===== src/rtl/secuenciador_semaforo.sv =====
`default_nettype none
// +----------------------------------------------------------------------------+
// | Module      : secuenciador_semaforo                                        |
// | Description : Traffic-light / pedestrian sequencer driving an external     |
// |               seconds timer (seconds strobe, per-phase duration, restart). |
// | Revision    : 1.0 - initial release                                        |
// +----------------------------------------------------------------------------+
module secuenciador_semaforo #(
  parameter int unsigned DIV           = 50000000,
  parameter logic [3:0]  T_VERDE       = 4'd8,
  parameter logic [3:0]  T_VERDE_CORTO = 4'd3,
  parameter logic [3:0]  T_AMARILLO    = 4'd2,
  parameter logic [3:0]  T_ROJO        = 4'd5
) (
  input  logic       clk,
  input  logic       rst_n,
  input  logic       boton_peaton,
  input  logic       tiempo_expiro,
  output logic [3:0] valor,
  output logic       iniciar_timer,
  output logic       segundero,
  output logic       luz_verde,
  output logic       luz_amarilla,
  output logic       luz_roja,
  output logic       peaton_cruza
);

  localparam int unsigned      c_cw       = $clog2(DIV);
  localparam logic [c_cw-1:0]  c_cnt_max  = c_cw'(DIV - 1);
  localparam logic [c_cw-1:0]  c_cnt_half = c_cw'(DIV / 2);

  typedef enum logic [1:0] {
    FASE_VERDE    = 2'd0,
    FASE_AMARILLO = 2'd1,
    FASE_ROJO     = 2'd2
  } fase_t;

  typedef enum logic {
    EST_CARGA = 1'b0,
    EST_CORRE = 1'b1
  } estado_t;

  fase_t           r_fase,   w_fase_n;
  estado_t         r_estado, w_estado_n;
  logic [c_cw-1:0] r_cnt,    w_cnt_n;
  logic [1:0]      r_guard,  w_guard_n;
  logic            r_sol,    w_sol_n;
  // Request captured when red starts; it is consumed by the next green load.
  logic            r_pend,   w_pend_n;
  logic [3:0]      r_valor,  w_valor_n;
  logic            w_avanza;
  logic            r_sync1, r_sync2;
  logic            r_iniciar, r_seg, r_luz_v, r_luz_a, r_luz_r, r_cruza;

  // Next-state logic: CARGA/CORRE handshake with the timer and phase rotation.
  always_comb begin
    w_fase_n   = r_fase;
    w_estado_n = r_estado;
    w_cnt_n    = r_cnt;
    w_guard_n  = r_guard;
    w_sol_n    = r_sol;
    w_pend_n   = r_pend;
    w_valor_n  = r_valor;
    w_avanza   = 1'b0;

    case (r_estado)
      EST_CARGA: begin
        w_estado_n = EST_CORRE;
        w_cnt_n    = '0;
        w_guard_n  = 2'd0;
      end
      EST_CORRE: begin
        w_cnt_n   = (r_cnt == c_cnt_max) ? '0 : r_cnt + c_cw'(1);
        w_guard_n = (r_guard == 2'd3) ? 2'd3 : r_guard + 2'd1;
        // The guard hides expiry left over from the previous phase until the
        // synchronizer has flushed it.
        if ((r_guard == 2'd3) && r_sync2) begin
          w_avanza   = 1'b1;
          w_estado_n = EST_CARGA;
          w_cnt_n    = '0;
          w_guard_n  = 2'd0;
          case (r_fase)
            FASE_VERDE:    w_fase_n = FASE_AMARILLO;
            FASE_AMARILLO: w_fase_n = FASE_ROJO;
            default:       w_fase_n = FASE_VERDE;
          endcase
        end
      end
      default: w_estado_n = EST_CARGA;
    endcase

    // Duration is loaded together with the entry into CARGA.
    if (w_avanza) begin
      case (w_fase_n)
        FASE_VERDE:    w_valor_n = r_pend ? T_VERDE_CORTO : T_VERDE;
        FASE_AMARILLO: w_valor_n = T_AMARILLO;
        default:       w_valor_n = T_ROJO;
      endcase
    end

    // Pedestrian request: clearing at red entry wins over a simultaneous press.
    if (w_avanza && (w_fase_n == FASE_ROJO)) begin
      w_pend_n = r_sol;
      w_sol_n  = 1'b0;
    end else if (boton_peaton && (r_fase != FASE_ROJO)) begin
      w_sol_n = 1'b1;
    end
    if (w_avanza && (w_fase_n == FASE_VERDE)) begin
      w_pend_n = 1'b0;
    end
  end

  // State, prescaler, guard and request registers.
  always_ff @(posedge clk or negedge rst_n) begin
    if (!rst_n) begin
      r_fase   <= FASE_VERDE;
      r_estado <= EST_CARGA;
      r_cnt    <= '0;
      r_guard  <= 2'd0;
      r_sol    <= 1'b0;
      r_pend   <= 1'b0;
      r_valor  <= T_VERDE;
    end else begin
      r_fase   <= w_fase_n;
      r_estado <= w_estado_n;
      r_cnt    <= w_cnt_n;
      r_guard  <= w_guard_n;
      r_sol    <= w_sol_n;
      r_pend   <= w_pend_n;
      r_valor  <= w_valor_n;
    end
  end

  // Two-flop synchronizer for the asynchronous expiry flag.
  always_ff @(posedge clk or negedge rst_n) begin
    if (!rst_n) begin
      r_sync1 <= 1'b0;
      r_sync2 <= 1'b0;
    end else begin
      r_sync1 <= tiempo_expiro;
      r_sync2 <= r_sync1;
    end
  end

  // Registered outputs decoded from the next state so they align with it.
  always_ff @(posedge clk or negedge rst_n) begin
    if (!rst_n) begin
      r_iniciar <= 1'b0;
      r_seg     <= 1'b0;
      r_luz_v   <= 1'b1;
      r_luz_a   <= 1'b0;
      r_luz_r   <= 1'b0;
      r_cruza   <= 1'b0;
    end else begin
      r_iniciar <= (w_estado_n == EST_CORRE);
      r_seg     <= (w_estado_n == EST_CORRE) && (w_cnt_n >= c_cnt_half);
      r_luz_v   <= (w_fase_n == FASE_VERDE);
      r_luz_a   <= (w_fase_n == FASE_AMARILLO);
      r_luz_r   <= (w_fase_n == FASE_ROJO);
      r_cruza   <= (w_fase_n == FASE_ROJO);
    end
  end

  assign valor         = r_valor;
  assign iniciar_timer = r_iniciar;
  assign segundero     = r_seg;
  assign luz_verde     = r_luz_v;
  assign luz_amarilla  = r_luz_a;
  assign luz_roja      = r_luz_r;
  assign peaton_cruza  = r_cruza;

endmodule
`default_nettype wire


===== config.mk =====
export PLATFORM = sky130hd
export DESIGN_NAME = secuenciador_semaforo
export DESIGN_NICKNAME = d
export VERILOG_FILES = /design/src/rtl/secuenciador_semaforo.sv
export SDC_FILE = /design/constraint.sdc
export NUM_CORES = 1
export LEC_CHECK = 0
export CAP_MARGIN = 20
export CELL_PAD_IN_SITES_DETAIL_PLACEMENT = 1
export CELL_PAD_IN_SITES_GLOBAL_PLACEMENT = 1
export CORE_ASPECT_RATIO = 0.6
export CORE_UTILIZATION = 46
export CTS_CLUSTER_SIZE = 30
export DETAILED_ROUTE_END_ITERATION = 12
export HOLD_SLACK_MARGIN = 0.1
export PLACE_DENSITY = 0.78
export SLEW_MARGIN = 20
export SYNTH_ARGS = -nofsm -noshare
export SYNTH_HDL_FRONTEND = slang
export SYNTH_SLANG_ARGS = --single-unit

===== constraint.sdc =====
create_clock -name clk -period 2.9 [get_ports clk]
set_clock_uncertainty 0.05 [all_clocks]
set_input_delay 0.29 -clock clk [delete_from_list [all_inputs] [get_ports clk]]
set_output_delay 0.29 -clock clk [all_outputs]
set_load 0.005 [all_outputs]

=== After elaboration in Yosys (flattened, before gate mapping) ===
Index checks and enable logic that the tools add are counted.

* Reduce and logical (&&, ||, !) cells: 9
* Muxes and demuxes: 19
* Bitwise operators: 1
* Equal/unequal tests: 6
* Add/sub/neg operators: 2
* Order comparisons: 1

{| class="wikitable"
|+ Operators with widths
! cell !! count
|-
| 2-to-1 mux 26 bit || 2
|-
| case mux 26 bit (2 select lines) || 1
|-
| adder 26 x 1 -> 26 bit (second input constant) || 1
|-
| equality test 26 bit (second input constant) || 1
|-
| >= comparator 26 x 25 -> 1 bit (second input constant) || 1
|-
| 2-to-1 mux 2 bit || 4
|-
| case mux 2 bit (2 select lines) || 2
|-
| case mux 4 bit (2 select lines) || 1
|-
| 2-to-1 mux 1 bit || 7
|-
| logical AND 1 bit || 5
|-
| equality test 2 x 1 -> 1 bit (second input constant) || 2
|-
| equality test 2 bit (second input constant) || 2
|-
| logical NOT 2 bit || 2
|-
| 2-to-1 mux 4 bit || 1
|-
| nonzero test 2 bit || 2
|-
| adder 2 x 1 -> 2 bit (second input constant) || 1
|-
| inequality test 2 bit (second input constant) || 1
|-
| case mux 1 bit (2 select lines) || 1
|-
| inverter 1 bit || 1
|}

* Output and inout port bits: 10
* Word-level logic and storage cells: 51
* Input bits: 4
* Register bits after elaboration: 43

=== Longest topological paths before layout ===
* Depth after elaboration: 8
* Depth in mapped cells: 9
* Gate-level depth less buffers: 8

=== Worst setup path after synthesis ===
No wires, ideal clock.

* Path kind: reg-to-reg
* Start: register r_cnt[0]
* End: register r_seg (netlist: segundero)
* Path buffers: 0
* Library setup time: 72 ps
* Data arrival time: 2296 ps
* Required time: 2778 ps
* Cell stages (with the launch flop): 9
* Period minus slack after synthesis: 2418 ps
* Path slack: 482 ps
* Cell sequence: dfrtp_1 -> ha_1 -> nand4_4 -> or4_1 -> a21oi_1 -> or4b_1 -> nor4b_2 -> o211ai_1 -> nand4b_1

* Longest elaborated chain between the ends: 6
* Elaborated cells on any way between the ends: 7
* Classes of those cells: add/sub: 1; order compare: 1; eq/ne: 1; mux: 3; reduce/logical: 1

{| class="wikitable"
|+ Ends and longest elaborated chain
! item !! RTL line !! text
|-
| from (decl) || 45 || <nowiki>logic [c_cw-1:0] r_cnt, w_cnt_n;</nowiki>
|-
| from (signal assigned) || 126 || <nowiki>r_cnt <= w_cnt_n;</nowiki>
|-
| adder 26 x 1 -> 26 bit or equality test 26 bit (tied branches) || 73 || <nowiki>w_cnt_n = (r_cnt == c_cnt_max) ? '0 : r_cnt + c_cw'(1);</nowiki>
|-
| 2-to-1 mux 26 bit (*) || 73 ||
|-
| 2-to-1 mux 26 bit (*) || 77 || <nowiki>if ((r_guard == 2'd3) && r_sync2) begin</nowiki>
|-
| case mux 26 bit (2 select lines) (*) || 66 || <nowiki>case (r_estado)</nowiki>
|-
| >= comparator 26 x 25 -> 1 bit (*) || 156 || <nowiki>r_seg <= (w_estado_n == EST_CORRE) && (w_cnt_n >= c_cnt_half);</nowiki>
|-
| logical AND 1 bit (*) || 156 ||
|-
| to (signal assigned) || 156 ||
|-
| to (decl) || 53 || <nowiki>logic r_iniciar, r_seg, r_luz_v, r_luz_a, r_luz_r, r_cruza;</nowiki>
|}

Every way passes the cells marked *; elsewhere a longest branch is shown, timed or not.
A chain may end at the register's enable or synchronous reset.

=== Final worst setup path ===
Ends and elaborated chain as after synthesis.

==> flow_metrics.env <==
export IMPL_outcome="complete, no violations"
export IMPL_final_cell_mix="41 x dfrtp_1, 30 x nor2_1, 14 x nand3_1, 13 x xnor2_1, 13 x nand2_1"
export IMPL_synth_edff_count=0
export IMPL_required_ps=3080
export IMPL_drive_above_1_share_pct=10.6
export IMPL_multi_input_area_um2=992
export IMPL_crit_path_max_fanout=9
export IMPL_overflow=0
export IMPL_vdd_drop_max_uv=431
export IMPL_dpl_worst_slack_ps=262
export IMPL_setup_viol=0
export IMPL_cp_arrival_ps=2810
export IMPL_core_area_um2=4280
export IMPL_worst_pin_slew_ps=960
export IMPL_min_period_ps=2630
export IMPL_viasPerCell=5.77
export IMPL_drt_pass1_iterations=4
export IMPL_fin_nets=230
export IMPL_rr_startpoint="r_cnt[0]"
export IMPL_tritoncts="yes"
export IMPL_antenna_found_initial=0
export IMPL_layout_commonest_cell="dfrtp_1"
export IMPL_syn_area_um2=2140
export IMPL_io_pins=14
export IMPL_postCtsHoldBufs=0
export IMPL_rsz0062_at_grt="false"
export IMPL_cts_max_level=2
export IMPL_postRouteWirelength_um=5290
export IMPL_reg2reg_depth=8
export IMPL_detail_route_antenna_nets=0
export IMPL_grt_pass1_vias=1620
export IMPL_ys_seq_elements=43
export IMPL_cp_top_family="simple AND/OR/NAND/NOR gates"
export IMPL_cts_made_buffers=5
export IMPL_crit_path_top_delay_cell="or4_1"
export IMPL_drt_iter0_drc=107
export IMPL_fin_tns_setup_ps=0
export IMPL_cts_root_buf="clkbuf_8"
export IMPL_critPathCaptureType="flop"
export IMPL_rows=18
export IMPL_r2r_end="segundero"
export IMPL_detailed_place_hpwl_um=3950
export IMPL_wire_per_inst_um=18.5
export IMPL_relSlewSlack_pct=36.0
export IMPL_async_flop_share_pct=100
export IMPL_final_hold_viol_count=0
export IMPL_grt_start_max_net_pins=44
export IMPL_diodes=0
export IMPL_p_leak_nw=1.02
export IMPL_powerDensity_nw_per_um2=741
export IMPL_io_buffers=13
export IMPL_initial_core_util_pct=49.9
export IMPL_ff2ff_setup_slack_ps=270
export IMPL_cts_resized=0
export IMPL_clock_latency_ps=300
export IMPL_yosysSeqAreaShare_pct=50.5
export IMPL_critPathBufInv=0
export IMPL_max_clock_path_buffers=2
export IMPL_netlist_instances=213
export IMPL_crit_path_start_kind="flop"
export IMPL_fmax_mhz=380
export IMPL_synth_cell_type_count=46
export IMPL_fp_dieH_um=54.8
export IMPL_synth_warnings=0
export IMPL_dr_total_vias=1649
export IMPL_die_w_um=90.0
export IMPL_synthFlopType="dfrtp_1"
export IMPL_syn_num_nets=218
export IMPL_fin_crit_sh_pct=90.8
export IMPL_route_detailed_drc=0
export IMPL_track_usage_pct=23.7
export IMPL_crit_type="reg2reg"
export IMPL_grt_pass1_wl_um=8680
export IMPL_place_gp_congestion=0.852
export IMPL_setup_ws_ps=266
export IMPL_crit_chain="ha_1 -> nand4_4 -> or4_1 -> a21oi_1 -> or4b_1 -> nor4b_2 -> o211ai_1 -> nand4b_1"
export IMPL_maxCapViolCount=0
export IMPL_slowest_delay_ps=570
export IMPL_clk_pin_slew_ps=80
export IMPL_avgSynthCellArea_um2=10.0
export IMPL_post_cts_setup_buffer_count=0
export IMPL_hold_path_class="in2async"
export IMPL_syn2layout_area_growth_pct=13.7
export IMPL_final_max_slew_violation_count=0
export IMPL_cts_sinks=43
export IMPL_register_area_um2=1080
export IMPL_nFillCells=473
export IMPL_die_area_um2=4930
logic make-up after synthesis:
logic type | Yosys count | synth area share (%)
buffers and inverters | 16 | 3.34
flip-flops | 43 | 50.5
AO/OA/AOI/OAI | 25 | 7.32
multiplexers | 2 | 0.995
AND/OR/NAND/NOR | 106 | 29.1
XOR/XNOR | 20 | 8.20
adder cells (fa/ha/maj) | 1 | 0.585
cell type report:
type / count / share of cell area, %
inverters: 5 / 0.772
flip-flops and latches: 43 / 44.4
clock inverters: 2 / 1.44
well taps: 60 / 3.09
multi-input cells: 154 / 40.8
clock buffers: 6 / 3.40
repair buffers: 16 / 6.08
where the power goes:
| group | switching [mW] | total (mW) | internal, mW | leakage [nW] |
|---|---|---|---|---|
| clock network | 0.205 | 0.484 | 0.279 | 0.0612 |
| registers | 0.121 | 0.846 | 0.726 | 0.557 |
| logic | 0.251 | 0.470 | 0.219 | 0.397 |
cells in the mapped netlist (3+ instances only):
master | number | area share, %
a21oi_1 | 8 | 1.9
and4_1 | 4 | 1.6
buf_2 | 6 | 1.4
dfrtp_1 | 41 | 48
inv_1 | 5 | 0.88
nand2_1 | 13 | 2.3
nand3_1 | 14 | 3.3
nand4_1 | 7 | 2.0
nor2_1 | 30 | 5.3
nor2b_1 | 3 | 0.88
nor3_1 | 6 | 1.4
nor4_1 | 4 | 1.2
o21ai_0 | 6 | 1.4
o31ai_1 | 5 | 1.8
or4_1 | 3 | 1.1
xnor2_1 | 13 | 5.3
xor2_1 | 7 | 2.9
worst max-delay path by stage:
stage	slack (ps)	start	cells after the start	to
floorplan	480	r_cnt[0]	8	segundero
global placement	390	r_cnt[0]	8	segundero
detailed placement	260	r_cnt[0]	8	segundero
CTS	250	r_cnt[0]	8	segundero
global route	40	r_cnt[0]	8	segundero
finish	270	r_cnt[0]	8	segundero
registers in the layout (all words and copies together), names as in the netlist, 2 cells and up:
signal   cells
r_fase       2
valor        4
r_cnt       26
r_guard      2
worst register-to-register path: cells and delay by family (launching register included):
family,cells,cell delay (ps)
AOI/OAI and AO/OA,2,260
adders and majority gates,1,300
DFF,1,430
and+or+nand+nor,5,1540
layer usage:
| layer | track usage [%] | vias up | routed length, um |
|---|---|---|---|
| li1 | - | 778 | - |
| met5 | 0 | - | 0 |
| met3 | 5.56 | 3 | 243 |
| met4 | 4.84 | 0 | 18 |
| met1 | 34.9 | 832 | 2810 |
| met2 | 35.9 | 36 | 2210 |
per-stage QoR:
step	cell area [um^2]	utilization (%)	hold WS, ps	total power [mW]	std cells
2_1_floorplan	2140	-	-55.6	1.10	213
3_3_place_gp	2310	54.0	282	1.28	278
3_5_place_dp	2310	54.0	310	1.33	278
4_1_cts	2430	56.8	116	1.82	286
5_1_grt	2430	56.8	166	1.92	286
6_report	2430	56.8	90.8	1.80	286
Power figures use the tool's default switching activity.
